### config.mk
export PLATFORM = sky130hd
export DESIGN_NAME = adder_arbiter
export DESIGN_NICKNAME = d
export VERILOG_FILES = /design/src/rtl/adder_arb_pkg.sv /design/src/rtl/rr_arbiter.sv /design/src/rtl/adder_arbiter.sv
export SDC_FILE = /design/constraint.sdc
export NUM_CORES = 1
export LEC_CHECK = 0
export CAP_MARGIN = 5
export CORE_ASPECT_RATIO = 1.25
export CORE_UTILIZATION = 41
export DETAILED_ROUTE_END_ITERATION = 8
export PLACE_DENSITY = 0.82
export SYNTH_ARGS = -nofsm -noshare
export SYNTH_HDL_FRONTEND = slang
export SYNTH_HIERARCHICAL = 1
export SYNTH_SLANG_ARGS = --single-unit
### constraint.sdc
create_clock -name clk -period 3.2 [get_ports clk]
set_clock_uncertainty 0.2 [all_clocks]
set_input_delay 0.64 -clock clk [delete_from_list [all_inputs] [get_ports clk]]
set_output_delay 0.64 -clock clk [all_outputs]
set_load 0.01 [all_outputs]
### src/rtl/adder_arb_pkg.sv
// Shared definitions for the adder arbiter: FSM state encoding, default sizes
// and the requester-index width helper.
package adder_arb_pkg;

  localparam int DEF_WIDTH   = 4;
  localparam int DEF_NUM_REQ = 2;

  typedef enum logic [1:0] {
    IDLE  = 2'd0,
    ISSUE = 2'd1,
    RESP  = 2'd2
  } state_t;

  // Width of a requester index; never below one bit so ports stay legal.
  function automatic int id_w(input int num_req);
    return (num_req > 1) ? $clog2(num_req) : 1;
  endfunction

endpackage

### src/rtl/rr_arbiter.sv
// Combinational round-robin picker: grants the first asserted request found
// searching upward from i_ptr with wrap-around.
module rr_arbiter
  import adder_arb_pkg::*;
#(
  parameter int NUM_REQ = DEF_NUM_REQ,
  parameter int ID_W    = id_w(NUM_REQ)
) (
  input  logic [NUM_REQ-1:0] i_req,
  input  logic [ID_W-1:0]    i_ptr,
  output logic [NUM_REQ-1:0] o_grant,
  output logic [ID_W-1:0]    o_grant_idx,
  output logic               o_any_grant
);

  always_comb begin
    // NOTE: every output gets a default before the search so no path leaves one unassigned (no latch).
    o_grant     = '0;
    o_grant_idx = '0;
    o_any_grant = 1'b0;
    // Walk from the farthest offset back to the pointer so the nearest hit is written last and wins.
    for (int off = NUM_REQ - 1; off >= 0; off--) begin
      automatic int idx = (int'(i_ptr) + off) % NUM_REQ;
      if (i_req[ID_W'(idx)]) begin
        o_grant              = '0;
        o_grant[ID_W'(idx)]  = 1'b1;
        o_grant_idx          = ID_W'(idx);
        o_any_grant          = 1'b1;
      end
    end
  end

endmodule

### src/rtl/adder_arbiter.sv
// Sequencer sharing one combinational adder among NUM_REQ requesters:
// accept in IDLE, drive the adder in ISSUE, hold the result in RESP.
module adder_arbiter
  import adder_arb_pkg::*;
#(
  parameter  int NUM_REQ = DEF_NUM_REQ,
  parameter  int WIDTH   = DEF_WIDTH,
  localparam int ID_W    = id_w(NUM_REQ)
) (
  input  logic                          clk,
  input  logic                          rst,
  input  logic [NUM_REQ-1:0]            i_req_valid,
  output logic [NUM_REQ-1:0]            o_req_ready,
  input  logic [NUM_REQ-1:0][WIDTH-1:0] i_req_a,
  input  logic [NUM_REQ-1:0][WIDTH-1:0] i_req_b,
  output logic [WIDTH-1:0]              o_add_a,
  output logic [WIDTH-1:0]              o_add_b,
  input  logic [WIDTH:0]                i_add_sum,
  output logic                          o_rsp_valid,
  input  logic                          i_rsp_ready,
  output logic [WIDTH:0]                o_rsp_sum,
  output logic [ID_W-1:0]               o_rsp_id
);

  state_t              r_state;
  state_t              w_next_state;
  logic [ID_W-1:0]     r_ptr;
  logic [ID_W-1:0]     r_id;
  logic [WIDTH-1:0]    r_op_a;
  logic [WIDTH-1:0]    r_op_b;
  logic [WIDTH:0]      r_sum;
  logic [NUM_REQ-1:0]  w_grant;
  logic [ID_W-1:0]     w_grant_idx;
  logic                w_any_grant;
  logic                w_accept;
  logic [ID_W-1:0]     w_ptr_next;

  rr_arbiter #(
    .NUM_REQ (NUM_REQ),
    .ID_W    (ID_W)
  ) u_rr_arbiter (
    .i_req       (i_req_valid),
    .i_ptr       (r_ptr),
    .o_grant     (w_grant),
    .o_grant_idx (w_grant_idx),
    .o_any_grant (w_any_grant)
  );

  assign w_ptr_next = (r_id == ID_W'(NUM_REQ - 1)) ? '0 : r_id + ID_W'(1);

  always_ff @(posedge clk) begin
    // NOTE: state registers use non-blocking assignments so all of them sample pre-edge values.
    if (rst) r_state <= IDLE;
    else     r_state <= w_next_state;
  end

  always_comb begin
    w_next_state = r_state;
    w_accept     = 1'b0;
    o_req_ready  = '0;
    o_add_a      = '0;
    o_add_b      = '0;
    o_rsp_valid  = 1'b0;
    unique case (r_state)
      IDLE: begin
        // Ready is held low while reset is asserted so nothing looks accepted.
        if (!rst && w_any_grant) begin
          o_req_ready  = w_grant;
          w_accept     = 1'b1;
          w_next_state = ISSUE;
        end
      end
      ISSUE: begin
        o_add_a      = r_op_a;
        o_add_b      = r_op_b;
        w_next_state = RESP;
      end
      RESP: begin
        o_rsp_valid = 1'b1;
        if (i_rsp_ready) w_next_state = IDLE;
      end
      default: w_next_state = IDLE;
    endcase
  end

  always_ff @(posedge clk) begin
    if (rst) begin
      r_ptr  <= '0;
      r_id   <= '0;
      r_op_a <= '0;
      r_op_b <= '0;
      r_sum  <= '0;
    end else begin
      if (w_accept) begin
        r_op_a <= i_req_a[w_grant_idx];
        r_op_b <= i_req_b[w_grant_idx];
        r_id   <= w_grant_idx;
      end
      if (r_state == ISSUE) r_sum <= i_add_sum;
      // Priority rotates to the requester after the one just served.
      if (r_state == RESP && i_rsp_ready) r_ptr <= w_ptr_next;
    end
  end

  assign o_rsp_sum = r_sum;
  assign o_rsp_id  = r_id;

endmodule

Word level (Yosys, flattened, before mapping)
Cells that the tools add are included.
{"block": "totals", "register_bits": 17, "output_inout_bits": 17}
{"block": "op_classes", "n_lt_le_gt_ge": 5, "n_eq_ne": 4, "reduce_logical": 7, "n_addsub": 2, "n_mux": 29}
{"cell": "4-bit 2-to-1 mux", "n": 6}
{"cell": "1-bit 2-to-1 mux", "n": 14}
{"cell": "2-bit 2-to-1 mux", "n": 6}
{"cell": "1-bit by 3-bit < comparator with 1-bit output (second input constant)", "n": 2}
{"cell": "2-bit one-hot mux with 3 select lines", "n": 1}
{"cell": "1-bit logical AND", "n": 4}
{"cell": "2-bit inequality test (second input constant)", "n": 2}
{"cell": "1-bit adder (second input constant)", "n": 2}
{"cell": "1-bit demux with 1-bit select", "n": 2}
{"cell": "2-bit by 1-bit equality test with 1-bit output (second input constant)", "n": 1}
{"cell": "2-bit equality test (second input constant)", "n": 1}
{"cell": "1-bit >= comparator (second input constant)", "n": 2}
{"cell": "2-bit logical NOT", "n": 1}
{"cell": "1-bit by 2-bit < comparator with 1-bit output (second input constant)", "n": 1}
{"cell": "2-bit AND reduction", "n": 1}
{"cell": "1-bit logical NOT", "n": 1}

Depth between registers and ports, before layout
Gate-level depths: netlist of the first run.
{"block": "logic_depth", "word_depth": 9, "ltp_mapped": 5, "ltp_nobuf": 3}

By module
The synthesis of the first run kept the hierarchy.
{"module": "adder_arbiter", "seq_area_each_um2": 340.3, "cells_per_inst": 84, "area_each_um2": 804.5, "instances": 1}
{"module": "rr_arbiter", "seq_area_each_um2": 0.0, "cells_per_inst": 5, "area_each_um2": 35.0, "instances": 1}

Worst setup path before layout of the first run
Ideal clock, no wire load.
{"block": "synth_path", "path_type": "input-to-output", "startpoint": "input port rst", "endpoint": "output port o_req_ready[0]", "slack_ns": 1.017, "arrival_time_ns": 1.343, "stages": 4, "t_required_ns": 2.360, "cell_sequence": "buf_6 nor4b_4 buf_6 and2_1"}
{"block": "synth_via", "elab_chain_len": 4}
{"element": "start, declared", "line_no": "adder_arbiter.sv:11", "source": "input logic rst,"}
{"element": "1-bit logical NOT", "line_no": "adder_arbiter.sv:67", "source": "if (!rst && w_any_grant) begin"}
{"element": "1-bit logical AND", "line_no": "adder_arbiter.sv:67"}
{"element": "2-bit 2-to-1 mux", "line_no": "adder_arbiter.sv:67"}
{"element": "2-bit 2-to-1 mux", "line_no": "adder_arbiter.sv:64", "source": "unique case (r_state)"}
{"element": "end, declared", "line_no": "adder_arbiter.sv:13", "source": "output logic [NUM_REQ-1:0] o_req_ready,"}
Every way passes these cells.

Worst setup path in the final report of the first run
{"block": "layout_path", "startpoint": "input port i_req_valid[0]", "endpoint": "output port o_req_ready[0]"}
{"block": "layout_via", "elab_chain_len": 7, "elab_cells_between_ends": 11}
{"element": "start, declared", "line_no": "adder_arbiter.sv:12", "source": "input logic [NUM_REQ-1:0] i_req_valid,"}
{"element": "1-bit 2-to-1 mux (implied by the code) (2 in a row)", "line_no": "rr_arbiter.sv:24", "source": "if (i_req[ID_W'(idx)]) begin"}
{"element": "1-bit 2-to-1 mux (2 in a row)", "line_no": "rr_arbiter.sv:24"}
{"element": "1-bit logical AND", "line_no": "adder_arbiter.sv:67"}
{"element": "2-bit 2-to-1 mux (*)", "line_no": "adder_arbiter.sv:67"}
{"element": "2-bit 2-to-1 mux (*)", "line_no": "adder_arbiter.sv:64"}
Mark *: on every way between the ends. The rest lies on a longest branch, timed or not. The select of a mux whose other input is x is not followed.

==> results of run 1 <==
-- per-layer routing --
metal,vias to the layer above,GRT usage (%),wire length (um)
met5,-,0,0
met4,0,8.333,38
met1,341,20.21,734
met3,3,3.448,121
met2,28,36.41,985
li1,371,-,-
-- cell families after synthesis --
| family | count (synthesis) | share of synthesized area (%) |
|---|---|---|
| buffers and inverters | 9 | 7.301 |
| AOI/OAI and AO/OA | 15 | 15.80 |
| and+or+nand+nor | 38 | 25.19 |
| other | 1 | 0.4467 |
| muxes | 9 | 10.73 |
| DFF | 17 | 40.54 |
-- critical path, stage by stage --
cell and delay (ns):
clkdlybuf4s50_1 0.51, nor4b_4 0.21, and2_1 0.15, clkdlybuf4s50_1 0.52
-- cells in the mapped netlist --
cell      count
buf_2         1
and2_2        1
conb_1        1
nor2_1        9
nand3b_1      1
buf_4         3
mux2i_1       9
and2_1       10
nor2b_1       1
nand2b_1      2
a211oi_1      1
a211oi_2      7
nand2_1      11
nor4b_4       1
buf_6         2
and2b_1       1
and2b_2       1
o31ai_1       1
dfxtp_1      17
inv_1         1
clkbuf_1      2
a21oi_1       6
-- worst min-delay path by stage --
stage | startpoint | endpoint | slack, ns | depth (start not counted)
2_1_floorplan | r_ptr$_SDFFE_PP0P_ | r_ptr$_SDFFE_PP0P_ | 0.27 | 2
5_1_grt | o_rsp_sum[2]$_SDFFE_PP0N_ | o_rsp_sum[2]$_SDFFE_PP0N_ | 0.29 | 2
3_5_place_dp | o_rsp_sum[2]$_SDFFE_PP0N_ | o_rsp_sum[2]$_SDFFE_PP0N_ | 0.25 | 2
6_report | o_rsp_sum[1]$_SDFFE_PP0N_ | o_rsp_sum[1]$_SDFFE_PP0N_ | 0.26 | 2
4_1_cts | o_rsp_sum[2]$_SDFFE_PP0N_ | o_rsp_sum[2]$_SDFFE_PP0N_ | 0.27 | 2
3_3_place_gp | o_rsp_sum[3]$_SDFFE_PP0N_ | o_rsp_sum[3]$_SDFFE_PP0N_ | 0.24 | 2
-- where the power goes --
part | leakage (nW) | total (W) | switching, W | internal (W)
sequential | 0.139 | 0.000231 | 0.00000708 | 0.000224
clock | 0.0150 | 0.000120 | 0.0000716 | 0.0000487
combinational | 0.288 | 0.0000938 | 0.0000376 | 0.0000562
-- sequential cells by signal, indices dropped and copies added (netlist names) --
register and cells:
r_state 2, r_op_b 4, o_rsp_sum 5, r_ptr 1, r_op_a 4, o_rsp_id 1
-- area by class of cell --
type                    instances  area (um^2)  area share [%]
inverters                       1        3.754          0.3009
clock buffers                   4        26.28           2.106
flip-flops and latches         17        340.3           27.28
multi-input cells              63        437.9           35.11
repair buffers                 42        415.4           33.30
well taps                      19        23.77           1.906
-- per-stage QoR --
| step | instances | area [um^2] | util [%] | power [W] |
|---|---|---|---|---|
| after floorplan | 89 | 839.6 | - | 0.0002845 |
| after global placement | 142 | 1221 | 65.99 | 0.0003270 |
| after detailed placement | 142 | 1221 | 65.99 | 0.0003302 |
| after CTS | 146 | 1247 | 67.41 | 0.0004498 |
| after global routing | 146 | 1247 | 67.41 | 0.0004651 |
| final | 146 | 1247 | 67.41 | 0.0004451 |
==> reports/metrics.yaml, run 1 <==
drtIter0Drc: 7
synth_fp_nets: 115
final_cell_mix: "clkdlybuf4s50_1 (40), dfxtp_1 (17), nand2_1 (11), and2_1 (10)"
diodes: 0
fillerInstances: 151
cts_sinks: 17
startpoint_type: "input port"
finalCritPeriodShare_pct: 89.85
synth_area_leaders: "dfxtp_1 (41%), mux2i_1 (11%), a211oi_2 (10%)"
synth_warnings: 6
grt_max_degree: 21
routedWlPerCell_um: 12.87
start_util_pct: 45.37
ys_types: 22
worstSetupStartpoint: "i_req_valid[0]"
layout_setup_ws_ns: 0.3249
die_w_um: 42.48
setup_viol: 0
io_buffers: 40
post-route-drc-count: 0
drt.antenna.violating_nets: 0
r2r-end: "r_op_b[3]$_SDFFE_PP0P_"
post_cts_resized: 0
crit_fanout: 3
layout_commonest_cell: "clkdlybuf4s50_1"
seq_area_frac_synth_pct: 40.54
cts_tree: "yes"
dieArea_mm2: 0.002234
slew_violations: 0
place_hpwl_mm: 1.380
worstRegToRegCells: 4
leakagePower_nw: 0.4417
drt_first_pass_iters: 4
coreArea_mm2: 0.001851
synth-seq-cells: 17
gp_congestion: 0.7215
antenna_found_initial: 0
drive_above_1_share_pct: 11.81
io_pins: 43
ctsHoldBuffers: 0
dp_slack_ns: 0.3239
avgSynthCellArea_um2: 9.433
grt_pass1_wl_mm: 3.174
crit_path_end_kind: "primary output"
fp.dieH_um: 52.60
synth_top_cell_by_area: "dfxtp_1"
period_minus_slack_ns: 2.875
criticalPathCategory: "in -> out"
area_growth_pct: 48.58
rsz0062_at_grt: "no"
hold-worst-slack_ns: 0.2642
row_count: 17
wl_mm: 1.879
numCtsBuffers: 3
rr_startpoint: "r_state[1]$_SDFFE_PP0P_"
clk_pin_slew_ns: 0.10
critPathCapture: "o_req_ready[0]"
outcome: "finished clean"
clock_latency_ns: 0.30
cts-root-buf: "clkbuf_4"
reg2reg_slack_ns: 1.65
setup_tns_ns: 0
powerDensity_mw_per_mm2: 356.8
via_per_inst: 5.089
max_freq_mhz: 347.8
num_vias: 743
irDropWorstVdd_v: 0.0002480
cp.required_ns: 2.36
hold_viol_final: 0
netlist_area_um2: 839.6
overflow: 0
grt_pass1_vias: 735
track_usage_pct: 19.10
yosysTopAreaCellShare_pct: 40.54
cts.htree.levels: 1
nets: 154
cts_setup_buffers: 0
maxCapViolCount: 0
arrival_ns: 2.04
syn_inst: 89
cts_max_path_buffers: 2
hp-class: "reg -> reg"
Power figures use the tool's default switching activity.
==> run 2: changes to the inputs <==
--- a/config.mk
+++ b/config.mk
@@ -10,6 +10,7 @@
 export CORE_UTILIZATION = 41
 export DETAILED_ROUTE_END_ITERATION = 8
 export PLACE_DENSITY = 0.82
+export SLEW_MARGIN = 0
 export SYNTH_ARGS = -nofsm -noshare
 export SYNTH_HDL_FRONTEND = slang
 export SYNTH_HIERARCHICAL = 1
==> results of run 2 <==
Final layout, timing and power as in run 1 (identical DEF).
